===== config.mk =====
export PLATFORM = sky130hd
export DESIGN_NAME = overlap_sequencer
export DESIGN_NICKNAME = d
export VERILOG_FILES = /design/src/rtl/overlap_sequencer.sv
export SDC_FILE = /design/constraint.sdc
export NUM_CORES = 1
export LEC_CHECK = 0
export CELL_PAD_IN_SITES_DETAIL_PLACEMENT = 0
export CELL_PAD_IN_SITES_GLOBAL_PLACEMENT = 2
export CORE_MARGIN = 4
export CORE_UTILIZATION = 27
export CTS_CLUSTER_DIAMETER = 50
export DETAILED_ROUTE_END_ITERATION = 7
export PLACE_DENSITY_LB_ADDON = 0.1
export SLEW_MARGIN = 25
export SYNTH_ARGS = -nofsm -noshare
export SYNTH_HDL_FRONTEND = slang
export SYNTH_SLANG_ARGS = --single-unit

===== constraint.sdc =====
create_clock -name clk -period 2.9 [get_ports clk]
set_input_delay 0.29 -clock clk [delete_from_list [all_inputs] [get_ports clk]]
set_output_delay 0.29 -clock clk [all_outputs]
set_load 0.01 [all_outputs]

===== src/rtl/overlap_sequencer.sv =====
// Overlap-add controller: clears the overlap buffer after reset, then per frame
// adds first-half samples to the saved half (saturating) and saves the second half.
module overlap_sequencer #(
  parameter int halfWindowSize = 512,
  parameter int wordLength     = 16,
  parameter int addrWidth      = 9
) (
  input  logic                  clk,
  input  logic                  rst,
  input  logic                  start,
  input  logic                  inValid,
  output logic                  inReady,
  input  logic [wordLength-1:0] inData,
  output logic                  outValid,
  output logic [wordLength-1:0] outData,
  output logic                  frameDone,
  output logic                  busy,
  output logic [addrWidth-1:0]  memAddr,
  output logic                  memWe,
  output logic [wordLength-1:0] memWdata,
  output logic                  memRe,
  input  logic [wordLength-1:0] memRdata
);

  typedef enum logic [1:0] {CLEAR, IDLE, ADD, SAVE} state_t;

  localparam logic [addrWidth-1:0] LAST_IDX = addrWidth'(halfWindowSize - 1);

  state_t                state_reg, state_next;
  logic [addrWidth-1:0]  idx_reg, idx_next;
  logic                  frame_done_reg, frame_done_next;
  logic                  add_pend_reg;
  logic [wordLength-1:0] sample_reg;
  logic                  out_valid_reg;
  logic [wordLength-1:0] out_data_reg;
  logic [wordLength:0]   sum_wide;
  logic [wordLength-1:0] sum_sat;

  always_comb begin
    state_next      = state_reg;
    idx_next        = idx_reg;
    inReady         = 1'b0;
    memWe           = 1'b0;
    memRe           = 1'b0;
    memWdata        = '0;
    frame_done_next = 1'b0;
    case (state_reg)
      CLEAR: begin
        memWe = 1'b1;
        if (idx_reg == LAST_IDX) begin
          state_next = IDLE;
          idx_next   = '0;
        end else begin
          idx_next = idx_reg + 1'b1;
        end
      end
      IDLE: begin
        if (start) state_next = ADD;
      end
      ADD: begin
        inReady = 1'b1;
        if (inValid) begin
          memRe = 1'b1;
          if (idx_reg == LAST_IDX) begin
            state_next = SAVE;
            idx_next   = '0;
          end else begin
            idx_next = idx_reg + 1'b1;
          end
        end
      end
      SAVE: begin
        inReady = 1'b1;
        if (inValid) begin
          memWe    = 1'b1;
          memWdata = inData;
          if (idx_reg == LAST_IDX) begin
            state_next      = IDLE;
            idx_next        = '0;
            frame_done_next = 1'b1;
          end else begin
            idx_next = idx_reg + 1'b1;
          end
        end
      end
      default: state_next = CLEAR;
    endcase
    // Reset must never leak a buffer access or an accept, even for one cycle.
    if (rst) begin
      inReady  = 1'b0;
      memWe    = 1'b0;
      memRe    = 1'b0;
      memWdata = '0;
    end
  end

  // One extra bit holds the true sum; disagreeing top bits mean overflow.
  always_comb begin
    sum_wide = {memRdata[wordLength-1], memRdata} + {sample_reg[wordLength-1], sample_reg};
    sum_sat  = sum_wide[wordLength-1:0];
    if (sum_wide[wordLength] != sum_wide[wordLength-1]) begin
      sum_sat = sum_wide[wordLength] ? {1'b1, {(wordLength-1){1'b0}}}
                                     : {1'b0, {(wordLength-1){1'b1}}};
    end
  end

  always_ff @(posedge clk) begin
    if (rst) begin
      state_reg      <= CLEAR;
      idx_reg        <= '0;
      frame_done_reg <= 1'b0;
      add_pend_reg   <= 1'b0;
      sample_reg     <= '0;
      out_valid_reg  <= 1'b0;
      out_data_reg   <= '0;
    end else begin
      state_reg      <= state_next;
      idx_reg        <= idx_next;
      frame_done_reg <= frame_done_next;
      add_pend_reg   <= memRe;
      if (memRe) sample_reg <= inData;
      out_valid_reg  <= add_pend_reg;
      if (add_pend_reg) out_data_reg <= sum_sat;
    end
  end

  assign memAddr   = idx_reg;
  assign outValid  = out_valid_reg;
  assign outData   = out_data_reg;
  assign frameDone = frame_done_reg;
  assign busy      = rst || (state_reg != IDLE);

endmodule


## Word-level counts from Yosys, hierarchy flattened

Cells that the tools add are included.

- Register bits after elaboration: 46
- Bits in latches: 0
- Bits in writable memories: 0
- ROM bits: 0
- Input bits: 36
- Output and inout port bits: 47
- Logic and storage cells: 51
- Memories kept: 0

- Add/sub/neg operators: 2
- $mul: 0
- Div/mod/pow operators: 0
- $lt $le $gt $ge: 0
- Equality and inequality tests: 11
- Shift operators: 0
- Multiplexer cells: 22
- Bitwise operators: 2
- Reductions and logical operators: 7

Operators with widths:

| operator | number |
|---|---|
| $mux 16 | 5 |
| $mux 9 | 2 |
| $pmux 9 s2 | 1 |
| $add 16x16->17 | 1 |
| $mux 2 | 5 |
| $add 9x1->9 const B | 1 |
| $eq 9x9->1 const B | 1 |
| $ne 2x2->1 const B | 4 |
| $pmux 2 s4 | 1 |
| $mux 1 | 7 |
| $eq 2x2->1 const B | 2 |
| $ne 2x1->1 const B | 2 |
| $reduce_and 4->1 | 1 |
| $reduce_or 3->1 | 1 |
| $eq 2x1->1 const B | 1 |
| $logic_not 2->1 | 1 |
| $not 1->1 | 2 |
| $pmux 1 s2 | 1 |
| $reduce_and 2->1 | 1 |
| $reduce_bool 2->1 | 1 |
| $reduce_or 2->1 | 1 |
| $logic_or 1x1->1 | 1 |
| $ne 1x1->1 | 1 |

## Depth between registers and ports, before layout

- Word-level depth: 4
- Gate-level depth with buffers: 11
- Depth with buffers taken out: 10

## Worst setup path before layout

OpenSTA, ideal clock, no wires.

- Path kind: register to register
- Start point: register sample_reg[0]
- End point: register out_data_reg[10], in the netlist outData[10]
- Library setup time: 80 ps
- Arrival: 2332 ps
- Data required time: 2820 ps
- Setup slack: 487 ps
- Stages on the path, launching flop included: 11
- Path buffers: 1
- Clock period less this slack: 2413 ps
- Cell sequence: dfxtp_1 ha_1 inv_1 fa_1 nand2b_1 a21o_1 a21oi_2 a21oi_1 buf_4 maj3_2 a211oi_2

- Word-level cells in the longest chain between the ends: 3
- Elaborated cells between the ends (all ways): 4
- Classes of those cells: add/sub: 1; eq/ne: 1; mux: 2

RTL lines:

| element | RTL line | text |
|---|---|---|
| start, declared | 33 | `logic [wordLength-1:0] sample_reg;` |
| start signal, assigned | 121 | `if (memRe) sample_reg <= inData;` |
| $add 16x16->17 * | 99 | `sum_wide = {memRdata[wordLength-1], memRdata} + {sample_reg[wordLength-1], sample_reg};` |
| $mux 16 / $ne 1x1->1 (equally long branches) | 102, 101 |  |
| $mux 16 * | 101 | `if (sum_wide[wordLength] != sum_wide[wordLength-1]) begin` |
| end signal, assigned | 123 | `if (add_pend_reg) out_data_reg <= sum_sat;` |
| end, declared | 35 | `logic [wordLength-1:0] out_data_reg;` |

Mark *: on every way between the ends. The rest lies on a longest branch, timed or not.
A chain may end at the register's enable or synchronous reset.

## Worst setup path in the final report

- Start point: input port memRdata[0]
- End point: register out_data_reg[10], in the netlist outData[10]

- Word-level cells in the longest chain between the ends: 3
- Elaborated cells between the ends (all ways): 4
- Classes of those cells: add/sub: 1; eq/ne: 1; mux: 2

RTL lines:

| element | RTL line | text |
|---|---|---|
| start, declared | 22 | `input logic [wordLength-1:0] memRdata` |
| $add 16x16->17 * | 99 |  |
| $mux 16 / $ne 1x1->1 (equally long branches) | 102, 101 |  |
| $mux 16 * | 101 |  |

Marked as above.

==> metrics.md <==
| Metric | Value |
|---|---|
| # nets final | 494 |
| Syn Area/Cell | 8.340 µm² |
| Die ar. | 12240 µm² |
| Total power draw | 1.396 mW |
| Fin util | 39.44% |
| Syn nets | 401 |
| Synth Warn # | 0 |
| First-pass GRT wire length | 12970 µm |
| CTS tree | done |
| DRC errors left | 0 |
| Global-route usage over all layers | 12.65% |
| Post-synth EDFFs | 0 |
| Sw frac | 23.03% |
| Slowest-stage cell, CP | clkdlybuf4s50_1 |
| Psw | 321.4 µW |
| Arrival @ worst endpoint | 2.77 ns |
| Max-Cap Viols | 0 |
| Worst hold margin | 0.3923 ns |
| Top Ports | 83 |
| DR pass1 iterations | 4 |
| Worst-margin pin slew | 0.7958 ns |
| Crit-path leading delay family | adder cells |
| CTS Buf Count | 5 |
| Post-Synthesis Cells | 341 |
| Die W | 110.6 µm |
| Total grt overflow | 0 |
| Synthesized flop and latch total | 46 |
| Top-count cell post-synth | nand2_1 |
| Setup Fix Bufs, Post-CTS | 0 |
| Vias | 2597 |
| Synth cell types | 43 |
| Final period util | 87.80% |
| CTS Sinks | 46 |
| Clock period minus worst slack | 2.546 ns |
| Worst EP required | 3.12 ns |
| Gpl congestion | 0.7401 |
| TNS Setup | 0 ns |
| Leading area contributor after synthesis | dfxtp_1 |
| Crit-path max cell delay | 0.46 ns |
| Clk_lat worst skew | 0.30 ns |
| Largest net degree at the start of global routing | 27 |
| RSZ-0062 raised after global routing | false |
| CTS HTree Levels | 2 |
| Count of buffers from port buffering | 82 |
| Ant diodes | 0 |
| Area Growth Syn to Fin | 42.54% |
| Average wire per standard cell | 13.30 µm |
| Setup violators final | 0 |
| Top cells by area, synth | dfxtp_1 32%, ha_1 10%, nand2_1 6.2% |
| Starting density of the core | 27.67% |
| Most instantiated cells after synthesis | 47 x nand2_1, 46 x dfxtp_1, 37 x nor2_1 |
| Drt via density | 4.548 |
| Worst hold path type | primary input to flop |
| Antenna-violating nets left | 0 |
| Worst-case clock buffer depth | 2 |
| Clock power share | 41.8% |
| Number of global-route vias before repair | 2662 |
| Root buf cell | clkbuf_8 |
| LEAKAGE | 1.507 nW |
| Final Hold Viols | 0 |
| Max frequency | 392.7 MHz |
| Reg power frac | 45.9% |
| CP startpoint kind | primary input |
| Max Transition Viols Final | 0 |
| PostCTS Resize Cnt | 0 |
| Row count | 37 |
| Critical path class | primary input to flop |
| Most used flip-flop cell after synthesis | dfxtp_1 |
| Synth async-reset ratio | 0% |
| CTS Hold Bufs | 0 |
| Power Density | 344.2 nW/µm² |
| Status | finished clean |
| Seq/Total Area, Yosys | 32.38% |
| Comb pwr share | 12.4% |
| Core area | 10280 µm² |
| WP buf/inv | 2 |
| Fraction of layout cells with a size suffix above 1 | 12.18% |
| Worst VDD drop | 0.2422 mV |
| Worst-path cell chain | clkdlybuf4s50_1 -> ha_1 -> inv_1 -> fa_1 -> nand2b_1 -> a21o_1 -> and2_1 -> o31ai_1 -> xnor2_1 -> maj3_2 -> a211oi_2 |
| Total Wirelength | 7593 µm |
| Die Span Y | 110.6 µm |
| Crit Path Max Fanout | 3 |
| Initial antenna violation count | 0 |
| Syn Std Cell Area | 2844 µm² |
| Worst Skew | 0.009238 ns |
| Slew headroom | 46.59% |
| Crit. End Element | flop |
| Clock-pin transition on the worst setup and hold timing paths | 0.09 ns |
| Cell internal pwr | 1.074 mW |
| DRT iter0 DRCs | 108 |
| Synth top area share | 32.38% |
| Dpl hpwl | 6086 µm |
[path summary, 6_finish.rpt]
| path | startpoint | endpoint | slack (ns) | cells past startpoint |
|---|---|---|---|---|
| setup / recovery | memRdata[0] | outData[10] | 0.35 | 11 |
| hold reg to reg | sample_reg[5] | sample_reg[5] | 0.47 | 2 |
| setup reg to reg | sample_reg[0] | outData[10] | 0.46 | 10 |
| hold / removal | rst | state_reg[1] | 0.39 | 2 |
[stage by stage]
| stage | instances | worst slack [ns] | instance area, µm² |
|---|---|---|---|
| 4_1_cts | 571 | 0.3333 | 4054 |
| 3_3_place_gp | 563 | 0.06688 | 3916 |
| 6_report | 571 | 0.3537 | 4054 |
| 3_5_place_dp | 563 | 0.02365 | 3916 |
| 5_1_grt | 571 | 0.1775 | 4054 |
| 2_1_floorplan | 341 | 0.4874 | 2844 |
[area by class of cell]
cell class	instances	area, µm²
fill	1087	6223
multi-input combinational	271	1821
timing repair buffer	101	970.9
sequential	46	920.9
tap	136	170.2
clock buffer	5	68.82
clock inverter	3	68.82
inverter	9	33.78
[cells by family (layout without fill, tap and decap cells)]
| logic type | after synthesis | after routing | share of synthesized area, % |
|---|---|---|---|
| and+or+nand+nor | 126 | 126 | 20.06 |
| buffers and inverters | 24 | 118 | 3.607 |
| muxes | 4 | 4 | 1.408 |
| xor gates and xnor gates | 20 | 20 | 6.159 |
| adders and majority gates | 36 | 36 | 15.49 |
| AOI/OAI and AO/OA | 85 | 85 | 20.90 |
| DFF | 46 | 46 | 32.38 |
[routing by layer]
layer  vias to the layer above  part of all wire, %  global-route usage, %
li1                       1375                    -                      -
met3                         4                  4.4                  2.904
met1                      1161                   49                  17.07
met4                         0                 0.72                  2.956
met2                        57                   46                  20.47
met5                         -                    0                      0
[power groups by stage]
stage | Clock, mW | Combinational [mW] | Sequential, mW
6_report | 0.583 | 0.172 | 0.640
2_1_floorplan | 0 | 0.0817 | 0.655
4_1_cts | 0.608 | 0.175 | 0.640
3_5_place_dp | 0 | 0.174 | 0.655
5_1_grt | 0.630 | 0.191 | 0.641
3_3_place_gp | 0 | 0.175 | 0.655
[layout by cell type (no fill, tap or decap), drive strengths merged, types with 2 or more instances in the layout]
cell | Yosys | layout
o211ai | 4 | 4
a21o | 6 | 6
o21ai | 11 | 11
ha | 23 | 23
buf | 3 | 20
nand4 | 5 | 5
a211oi | 15 | 15
nand2 | 47 | 47
nor2b | 2 | 2
clkbuf | 12 | 5
a311oi | 3 | 3
o31ai | 2 | 2
mux2i | 4 | 4
nand3 | 5 | 5
inv | 9 | 9
and3 | 3 | 3
maj3 | 12 | 12
clkdlybuf4s50 | 0 | 81
and2 | 19 | 19
o21a | 2 | 2
xnor2 | 7 | 7
bufinv | 0 | 2
dfxtp | 46 | 46
a31oi | 2 | 2
a21oi | 35 | 35
nor2 | 37 | 37
nand2b | 5 | 5
xor2 | 13 | 13
Power figures use the tool's default switching activity.
